## src/rtl/fp16_pkg.sv

```systemverilog
// Shared fp16 types and constants for the multiplier sharing logic.
// Tag layout travels alongside the multiplier pipeline, one entry per stage.
package fp16_pkg;

  localparam int FP16_W           = 16;
  localparam int FP16_MUL_LATENCY = 7;
  localparam int TAG_ID_W         = 3;

  typedef logic [FP16_W-1:0] fp16_t;

  localparam fp16_t FP16_ONE  = 16'h3C00;
  localparam fp16_t FP16_QNAN = 16'h7E00;

  typedef struct packed {
    logic                valid;
    logic [TAG_ID_W-1:0] id;
  } req_tag_t;

endpackage

```

## src/rtl/rr_arbiter_n.sv

```systemverilog
// Round-robin arbiter: combinational grant searching upward from a rotating pointer.
// Zero latency grant; pointer moves past the winner only when advance is strobed.
module rr_arbiter_n #(
  parameter int NUM_REQ = 4,
  localparam int IDX_W  = (NUM_REQ > 1) ? $clog2(NUM_REQ) : 1
) (
  input  logic               clk,
  input  logic               rst,
  input  logic [NUM_REQ-1:0] eligible,
  input  logic               advance,
  output logic [NUM_REQ-1:0] grant,
  output logic [IDX_W-1:0]   grant_idx
);

  logic [IDX_W-1:0] ptr;
  int               cand;

  // Walk offsets from farthest to nearest so the nearest eligible requester wins.
  always_comb begin
    grant     = '0;
    grant_idx = '0;
    cand      = 0;
    for (int off = NUM_REQ - 1; off >= 0; off--) begin
      cand = (int'(ptr) + off) % NUM_REQ;
      if (eligible[IDX_W'(cand)]) begin
        grant                  = '0;
        grant[IDX_W'(cand)]    = 1'b1;
        grant_idx              = IDX_W'(cand);
      end
    end
  end

  always_ff @(posedge clk or posedge rst) begin
    if (rst) begin
      ptr <= '0;
    end else if (advance) begin
      ptr <= (grant_idx == IDX_W'(NUM_REQ - 1)) ? '0 : grant_idx + 1'b1;
    end
  end

endmodule

```

## src/rtl/fp16_mul_arbiter.sv

```systemverilog
// Shares one external pipelined fp16 multiplier among NUM_REQ requesters, one accept per cycle.
// Result returns MUL_LATENCY cycles after accept; per-requester in-flight cap gates ready, responses never stall.
module fp16_mul_arbiter
  import fp16_pkg::*;
#(
  parameter int NUM_REQ         = 4,
  parameter int MUL_LATENCY     = FP16_MUL_LATENCY,
  parameter int MAX_OUTSTANDING = 4
) (
  input  logic                      clk,
  input  logic                      rst,
  input  logic                      enable,
  input  logic [NUM_REQ-1:0]        req_valid,
  output logic [NUM_REQ-1:0]        req_ready,
  input  logic [FP16_W*NUM_REQ-1:0] req_a,
  input  logic [FP16_W*NUM_REQ-1:0] req_b,
  output logic [NUM_REQ-1:0]        rsp_valid,
  output fp16_t                     rsp_data,
  output fp16_t                     mul_a,
  output fp16_t                     mul_b,
  input  fp16_t                     mul_out,
  output logic                      busy
);

  localparam int IDX_W = (NUM_REQ > 1) ? $clog2(NUM_REQ) : 1;
  localparam int CNT_W = 4;
  localparam logic [CNT_W-1:0] CNT_MAX = CNT_W'(MAX_OUTSTANDING);

  logic [NUM_REQ-1:0] eligible;
  logic [NUM_REQ-1:0] grant;
  logic [IDX_W-1:0]   grant_idx;
  logic               accept;
  req_tag_t           tag_in;
  req_tag_t           tag_out;
  req_tag_t           tag_pipe [MUL_LATENCY];

  rr_arbiter_n #(
    .NUM_REQ (NUM_REQ)
  ) u_rr (
    .clk       (clk),
    .rst       (rst),
    .eligible  (eligible),
    .advance   (accept),
    .grant     (grant),
    .grant_idx (grant_idx)
  );

  // Grant already implies valid, so any grant is a completed handshake.
  assign accept    = |grant;
  assign req_ready = grant;

  always_comb begin
    mul_a = '0;
    mul_b = '0;
    for (int i = 0; i < NUM_REQ; i++) begin
      if (grant[i]) begin
        mul_a = req_a[FP16_W*i +: FP16_W];
        mul_b = req_b[FP16_W*i +: FP16_W];
      end
    end
  end

  assign tag_in  = '{valid: accept, id: TAG_ID_W'(grant_idx)};
  assign tag_out = tag_pipe[MUL_LATENCY-1];

  // The multiplier has no valid of its own; this shift register is the only record of what is in flight.
  always_ff @(posedge clk or posedge rst) begin
    if (rst) begin
      for (int s = 0; s < MUL_LATENCY; s++) begin
        tag_pipe[s] <= '0;
      end
    end else begin
      tag_pipe[0] <= tag_in;
      for (int s = 1; s < MUL_LATENCY; s++) begin
        tag_pipe[s] <= tag_pipe[s-1];
      end
    end
  end

  always_comb begin
    busy = 1'b0;
    for (int s = 0; s < MUL_LATENCY; s++) begin
      busy = busy | tag_pipe[s].valid;
    end
  end

  always_comb begin
    rsp_valid = '0;
    for (int i = 0; i < NUM_REQ; i++) begin
      rsp_valid[i] = tag_out.valid && (tag_out.id == TAG_ID_W'(i));
    end
  end

  assign rsp_data = mul_out;

  for (genvar i = 0; i < NUM_REQ; i++) begin : g_req
    logic [CNT_W-1:0] cnt;
    logic             inc;
    logic             dec;

    assign inc = grant[i];
    assign dec = rsp_valid[i];

    // Registered count: a response this cycle only frees a slot from the next cycle on.
    assign eligible[i] = req_valid[i] && (cnt < CNT_MAX) && enable && !rst;

    always_ff @(posedge clk or posedge rst) begin
      if (rst) begin
        cnt <= '0;
      end else begin
        assert (!(dec && !inc && cnt == '0));
        assert (!(inc && !dec && cnt == CNT_MAX));
        if (inc && !dec) begin
          cnt <= cnt + 1'b1;
        end else if (dec && !inc) begin
          cnt <= cnt - 1'b1;
        end
      end
    end
  end

endmodule

```

## config.mk

```make
export PLATFORM = sky130hd
export DESIGN_NAME = fp16_mul_arbiter
export DESIGN_NICKNAME = d
export VERILOG_FILES = /design/src/rtl/fp16_pkg.sv /design/src/rtl/rr_arbiter_n.sv /design/src/rtl/fp16_mul_arbiter.sv
export SDC_FILE = /design/constraint.sdc
export NUM_CORES = 1
export LEC_CHECK = 0
export BUFFER_PORTS_ARGS = -buffer_cell sky130_fd_sc_hd__clkbuf_2
export CORE_ASPECT_RATIO = 1.2
export CORE_MARGIN = 2
export CORE_UTILIZATION = 41
export CTS_CLUSTER_DIAMETER = 80
export DETAILED_ROUTE_END_ITERATION = 7
export PLACE_DENSITY = 0.86
export SLEW_MARGIN = 20
export SYNTH_ARGS = -nofsm -noshare
export SYNTH_HDL_FRONTEND = slang
export SYNTH_SLANG_ARGS = --single-unit
```

## constraint.sdc

```tcl
create_clock -name clk -period 4.1 [get_ports clk]
set_input_delay 0.82 -clock clk [delete_from_list [all_inputs] [get_ports clk]]
set_output_delay 0.82 -clock clk [all_outputs]
set_load 0.005 [all_outputs]
```

* After elaboration in Yosys (flattened, before gate mapping)
Index checks and enable logic that the tools add are counted.
Operators by class: add/subtract/negate cells 12, equality and inequality tests 4, shift operators 0, $mul 0, bitwise logic cells 6, reduce and logical (&&, ||, !) cells 43, muxes and demuxes 45, magnitude comparators 12, div/mod/pow operators 0
Operators by type and width (number):
- 2-to-1 mux 16 bit | 8
- 2-to-1 mux 4 bit | 12
- logical AND 1 bit | 28
- adder 4 x 1 -> 4 bit, second input constant | 4
- less-than comparator 2 x 4 -> 1 bit, second input constant | 4
- less-than comparator 4 x 3 -> 1 bit, second input constant | 4
- subtractor 4 x 1 -> 4 bit, second input constant | 4
- 2-to-1 mux 1 bit | 12
- 2-to-1 mux 2 bit | 5
- logical NOT 1 bit | 9
- binary-select mux 1 bit (select 2 bit) | 4
- demux 1 bit (select 2 bit) | 4
- greater-or-equal comparator 2 x 1 -> 1 bit, second input constant | 4
- nonzero test 2 bit | 4
- equality test 2 bit, second input constant | 3
- bitwise OR 1 bit | 6
- adder 2 x 1 -> 2 bit, second input constant | 2
- adder 2 bit, second input constant | 2
- OR reduction 4 bit | 1
- logical NOT 3 bit | 1
- equality test 2 x 1 -> 1 bit, second input constant | 1
Word-level totals: output and inout port bits 57, memory bits (read-only) 0, latch bits 0, bits of input ports 151, word-level logic and storage cells 141, memories 0, bits in registers 39, bits in writable memories 0

* Longest topological paths before layout
depth after elaboration 15, mapped depth 18, gate-level depth less buffers 16

* By module
A second synthesis with hierarchy kept.
Second synthesis, totals: cell total of the unflattened synthesis 410, area total of the unflattened synthesis 3634.7 um2
Modules (own cells, without submodules):
- fp16_mul_arbiter | seq. area each 925.9 um2, instances 1, area each 2962.8 um2, cells an instance 320
- rr_arbiter_n | seq. area each 50.0 um2, instances 1, area each 671.9 um2, cells an instance 90

* Worst setup path before layout
OpenSTA, ideal clock, no wires.
path kind register -> register, start reg u_rr.ptr[1], end reg g_req[3].cnt[3], clock period less this slack 4.049 ns, arrival 3.924 ns, buffers on the path 3, stages on the path, launching flop included 19, slack 0.051 ns, cells stage by stage dfrtp_1 > clkbuf_1 > inv_1 > ha_1 > inv_1 > a221oi_1 > o211ai_2 > o211a_1 > o21ai_2 > buf_2 > buf_2 > ha_1 > inv_1 > ha_1 > a21o_1 > a21oi_1 > xnor2_1 > nor2_1 > xor2_1
On the way: word-level cells in the longest chain between the ends 12
RTL lines:
- start: declaration | line rr_arbiter_n.sv:15 | logic [IDX_W-1:0] ptr;
- start signal: assignment | line rr_arbiter_n.sv:37 | ptr <= (grant_idx == IDX_W'(NUM_REQ - 1)) ? '0 : grant_idx + 1'b1;
- adder 2 bit | line rr_arbiter_n.sv:24 | cand = (int'(ptr) + off) % NUM_REQ;
- less-than comparator 2 x 4 -> 1 bit (not written as such) or greater-or-equal comparator 2 x 1 -> 1 bit (tied branches) | line rr_arbiter_n.sv:27 | grant[IDX_W'(cand)] = 1'b1;
- logical AND 1 bit (not written as such) | line rr_arbiter_n.sv:27
- 2-to-1 mux 1 bit (not written as such) | line rr_arbiter_n.sv:27
- demux 1 bit (select 2 bit)
- 2-to-1 mux 4 bit (3 in series) | line rr_arbiter_n.sv:25 | if (eligible[IDX_W'(cand)]) begin
- 2-to-1 mux 4 bit * | line rr_arbiter_n.sv:25
- net req_ready[3] | line fp16_mul_arbiter.sv:14 | output logic [NUM_REQ-1:0] req_ready,
- logical NOT 1 bit | line fp16_mul_arbiter.sv:115 | end else if (dec && !inc) begin
- logical AND 1 bit | line fp16_mul_arbiter.sv:115
- nonzero test 2 bit (no source line)
- end signal: assignment | line fp16_mul_arbiter.sv:114 | cnt <= cnt + 1'b1;
- end signal: assignment | line fp16_mul_arbiter.sv:116 | cnt <= cnt - 1'b1;
- end: declaration | line fp16_mul_arbiter.sv:97 | logic [CNT_W-1:0] cnt;
The timed path passes the listed nets; every way through them passes the cells marked *. The select of a mux whose other input is x is not followed. A chain may end at the register's enable or synchronous reset.

* Final worst setup path
start in rst, end out mul_b[13]
On the way: word-level cells in the longest chain between the ends 13
RTL lines:
- start: declaration | line fp16_mul_arbiter.sv:11 | input logic rst,
- logical NOT 1 bit (no source line) *
- logical AND 1 bit | line fp16_mul_arbiter.sv:105 | assign eligible[i] = req_valid[i] && (cnt < CNT_MAX) && enable && !rst;
- binary-select mux 1 bit (select 2 bit) | line rr_arbiter_n.sv:25
- 2-to-1 mux 1 bit (not written as such) (2 in series) | line rr_arbiter_n.sv:25
- 2-to-1 mux 4 bit (3 in series) | line rr_arbiter_n.sv:25
- 2-to-1 mux 4 bit * | line rr_arbiter_n.sv:25
- 2-to-1 mux 16 bit (3 in series) | line fp16_mul_arbiter.sv:56 | if (grant[i]) begin
- 2-to-1 mux 16 bit * | line fp16_mul_arbiter.sv:56
- end: declaration | line fp16_mul_arbiter.sv:20 | output fp16_t mul_b,
Mark *: on every way between the ends. The rest lies on a longest branch, timed or not. The select of a mux whose other input is x is not followed.

==> summary.md <==
The flow ran to the end, but the final reports show violations. The final reports fail on setup timing. The compound-cell area share of the yosys netlist was 0.162; the residual DRC count was 0. Horizontal die dimension: 91.2 um.

The tool flagged a number of max-cap violations equal to 0. The core utilization of the finished layout was 0.574. The register clock-pin slew on the reported worst setup and hold paths was 0.09 ns. Counting cells, the worst reg-to-reg path comes to 19. The final worst setup slack came out at -0.0104 ns. The power per standard cell area came out at 757 mW/mm^2. The number of failing hold endpoints at the final stage is 0.

For this run the aggregate overflow at the end of global routing stands at 0. Routed wirelength normalized by instance count: 16.8 um. The data arrival time of the critical path is 3.29 ns. The number of buffers on the longest clock path is 2. The per-cell via count in the routed design works out to 5.49. The source of the worst register-to-register timing path was u_rr.ptr[1]$_DFFE_PP0P_. For the pin with the worst max-slew slack, the measured transition is 0.600 ns. The share of synthesized registers carrying an async set or reset is 1.00, and the wire length of the first global-routing pass is 18.1 mm. The post-synthesis share of cell area spent on and, or, nand and nor gates came out at 0.239.

The endpoint of the most critical register-to-register path is g_req[1].cnt[3]$_DFFE_PP0P_. Worst slew margin relative to its limit: 0.600. The proportion of layout cells with a drive suffix above 1 is 0.439.

The first TritonRoute pass finished after 4 iterations. The critical setup path kind is input port to primary output. Number of buffers added by the clock tree synthesis step: 5. The sum of buffers and inverters on the critical path is 3. The total wire length after detailed routing came out at 11.8 mm.

STA puts the critical path data required time at 3.28 ns. The multiplexer share of the synthesized area is 0.116. Cell at the slowest stage of the critical path: sky130_fd_sc_hd__or4b_4. The die is 109 um tall. The number of nets in the synthesized netlist is 580. The register area share after synthesis came out at 0.261.

The most critical setup path has its endpoint at mul_b[13]. The tree is rooted in a sky130_fd_sc_hd__clkbuf_8. The run gives 0.000364 V as the worst IR drop on VDD.

Number of clock sinks: 39. In this run the worst path has a maximum fanout of 7. Setup slack on the worst reg-to-reg path comes out at 0.22 ns. The multi-input combinational cell area was 0.00252 mm^2.

The main combinational cell family by area after synthesis is simple AND/OR/NAND/NOR gates. Port buffering added 175 buffers. The delay of the slowest critical-path stage came out at 0.57 ns. The final total power came out at 0.00388 W. The share of the clock period used by the worst path is 1.00. The number of slew-limit violations in the final report was 0; the worst setup skew after layout was 0.0111 ns.

The tools report the number of H-tree levels as 2. Share of the synthesized netlist area taken by xor and xnor gates: 0.0374. The kind of capture point of the worst setup path is a primary output. The timing startpoint of the critical path is rst. The average cell area after synthesis is 9.24 um^2, and the area growth from synthesis to final layout is 37.1%. The first routing iteration left 261 violations. For the worst setup slack after placement, the log shows -0.158 ns. Traced cell by cell, the critical path runs through buf_8, or4b_4, o22a_1, mux2_4, a22oi_2, o22ai_4, buf_12, mux2i_1, o211ai_1, buf_2. The initialized floorplan defines 38 standard-cell rows. Number of antenna violations at the first check in global routing: 0. The most used flip-flop cell after synthesis is sky130_fd_sc_hd__dfrtp_1. The core region is 0.00894 mm^2.

The kind of start point of the critical path is an input port. The post-detailed-placement half-perimeter wirelength is 9.10 mm, and the maximum clock frequency is 243 MHz. Total global-route track usage: 0.225. In this run, synthesis inferred 0 flip-flops with an integrated enable. Critical path's top delay family: compound AO/OA/AOI/OAI gates. The tools report the total via count in the routed design as 3,859. Class of the most critical hold timing path: flip-flop to flip-flop. Clock latency of the later-clocked register in the worst-skew pair: 0.30 ns. Setup repair after global routing could not meet its margin everywhere. The synthesized-area fraction occupied by adder cells is 0.0883, and the register cell area after layout is 976 um^2. At the end of routability-driven placement, the weighted congestion stood at 1.02. The final-report setup violation count was 1; the number of global-route vias before repair was 3,808.

The run gives 2.73 nW as the leakage dissipation. Counting every instance in the synthesized netlist gives 405. The number of different library cells used by synthesis comes to 55. Layout net count: 757. Yosys printed 0 warnings.

The cell area that synthesis handed to floorplanning was 0.00374 mm^2. For the number of top-level pins, the log shows 208. TritonCTS built the clock tree. Starting density of the core: 0.419. The logs give 773 for the fill cell instance count of the final layout and 0.00991 mm^2 for the die area.

The detail route stage leaves a number of antenna-violating nets equal to 0. The total of flip-flops plus latches after synthesis is 39, and the time the final worst path needs with I/O delays and setup is 4.11 ns. The repair_antennas step left the layout with diodes totalling 0.

The run gives 40 as the pin count of the biggest net entering global routing. The critical path runs through a total of 10 cells.
-- timing repair --
action                     in CTS  in global routing
gates cloned                    0                  2
hold buffers                    0                  0
hold endpoints to repair        0                  0
setup endpoints to repair      32                 32
buffers inserted                0                  4
pin swaps                       0                  4
gates resized for setup         9                 17
-- metrics by stage --
stage	area (um^2)	TNS (ns)	hold WS (ns)	instances
6_report	5130	-0.0104	0.348	703
5_1_grt	5130	-0.151	0.358	703
4_1_cts	4970	0	0.354	697
3_5_place_dp	4810	-1.79	0.337	689
3_3_place_gp	4810	-0.106	0.333	689
2_1_floorplan	3740	0	0.331	405
-- placed cells by master (no fill, tap or decap), drive strengths merged, types with 2 or more instances in the layout --
master	n
nand2b	3
or4b	4
a21o	6
o2111ai	4
o221ai	3
nor2	9
dfrtp	39
clkbuf	180
nand3	7
xnor2	12
a22oi	3
or2	2
buf	41
o22ai	5
nor3	2
o221a	2
and3	32
o21ai	8
mux2	7
ha	20
o211ai	33
nand2	43
mux2i	34
inv	18
a221oi	2
xor2	4
a21oi	8
nor2b	2
clkinv	2
fa	4
nor4b	2
or3b	33
-- where the power goes --
group	switching, W	leakage [nW]	total (W)	internal, W
Sequential	0.000140	0.487	0.000698	0.000558
Clock	0.000147	0.0581	0.000328	0.000181
Combinational	0.00144	2.19	0.00286	0.00142
Total	0.00172	2.73	0.00388	0.00216
-- registers in the layout, summed over array words and instances, names as in the netlist --
signal / count
tag_out: 3
tag_pipe: 18
g_req.cnt: 16
u_rr.ptr: 2
-- cell usage after synthesis, drive strengths merged, types with 8 or more instances --
cell | n | area [um^2]
clkbuf | 12 | 46.3
and3 | 32 | 200
o21ai | 8 | 43.8
a21oi | 8 | 40.0
xnor2 | 12 | 105
nor2 | 9 | 33.8
buf | 34 | 246
dfrtp | 39 | 976
ha | 20 | 250
or3b | 33 | 289
o211ai | 33 | 253
mux2i | 34 | 353
nand2 | 43 | 161
inv | 18 | 67.6
-- metal layers --
layer | GRT usage | part of all wire
met1 | 0.251 | 0.38
met2 | 0.433 | 0.54
met3 | 0.0422 | 0.059
met4 | 0.0682 | 0.026
met5 | 0 | 0
-- worst min path at each step --
stage	start	end	cells past startpoint
floorplan	tag_pipe[4]$_DFF_PP0_	tag_out[0]$_DFF_PP0_	0
global placement	tag_pipe[4]$_DFF_PP0_	tag_out[0]$_DFF_PP0_	0
detailed placement	tag_pipe[20]$_DFF_PP0_	tag_pipe[16]$_DFF_PP0_	0
CTS	tag_pipe[17]$_DFF_PP0_	tag_pipe[13]$_DFF_PP0_	0
global route	tag_pipe[17]$_DFF_PP0_	tag_pipe[13]$_DFF_PP0_	0
finish	tag_pipe[17]$_DFF_PP0_	tag_pipe[13]$_DFF_PP0_	0
-- cell families (layout without fill, tap and decap cells) --
family | after synthesis | after routing
adder cells (fa/ha/maj) | 24 | 24
XOR/XNOR | 16 | 16
flip-flops | 39 | 39
multiplexers | 41 | 41
AO/OA/AOI/OAI | 78 | 78
buffers and inverters | 64 | 242
AND/OR/NAND/NOR | 143 | 143
-- cell type report --
class / instances / share of cell area
Clock buffer: 5 / 0.0134
Timing Repair Buffer: 216 / 0.254
Clock inverter: 3 / 0.00853
Tap cell: 120 / 0.0293
Sequential cell: 39 / 0.190
Inverter: 18 / 0.0132
Multi-Input combinational cell: 302 / 0.492
Note: power is estimated with default switching activity, not from simulation.
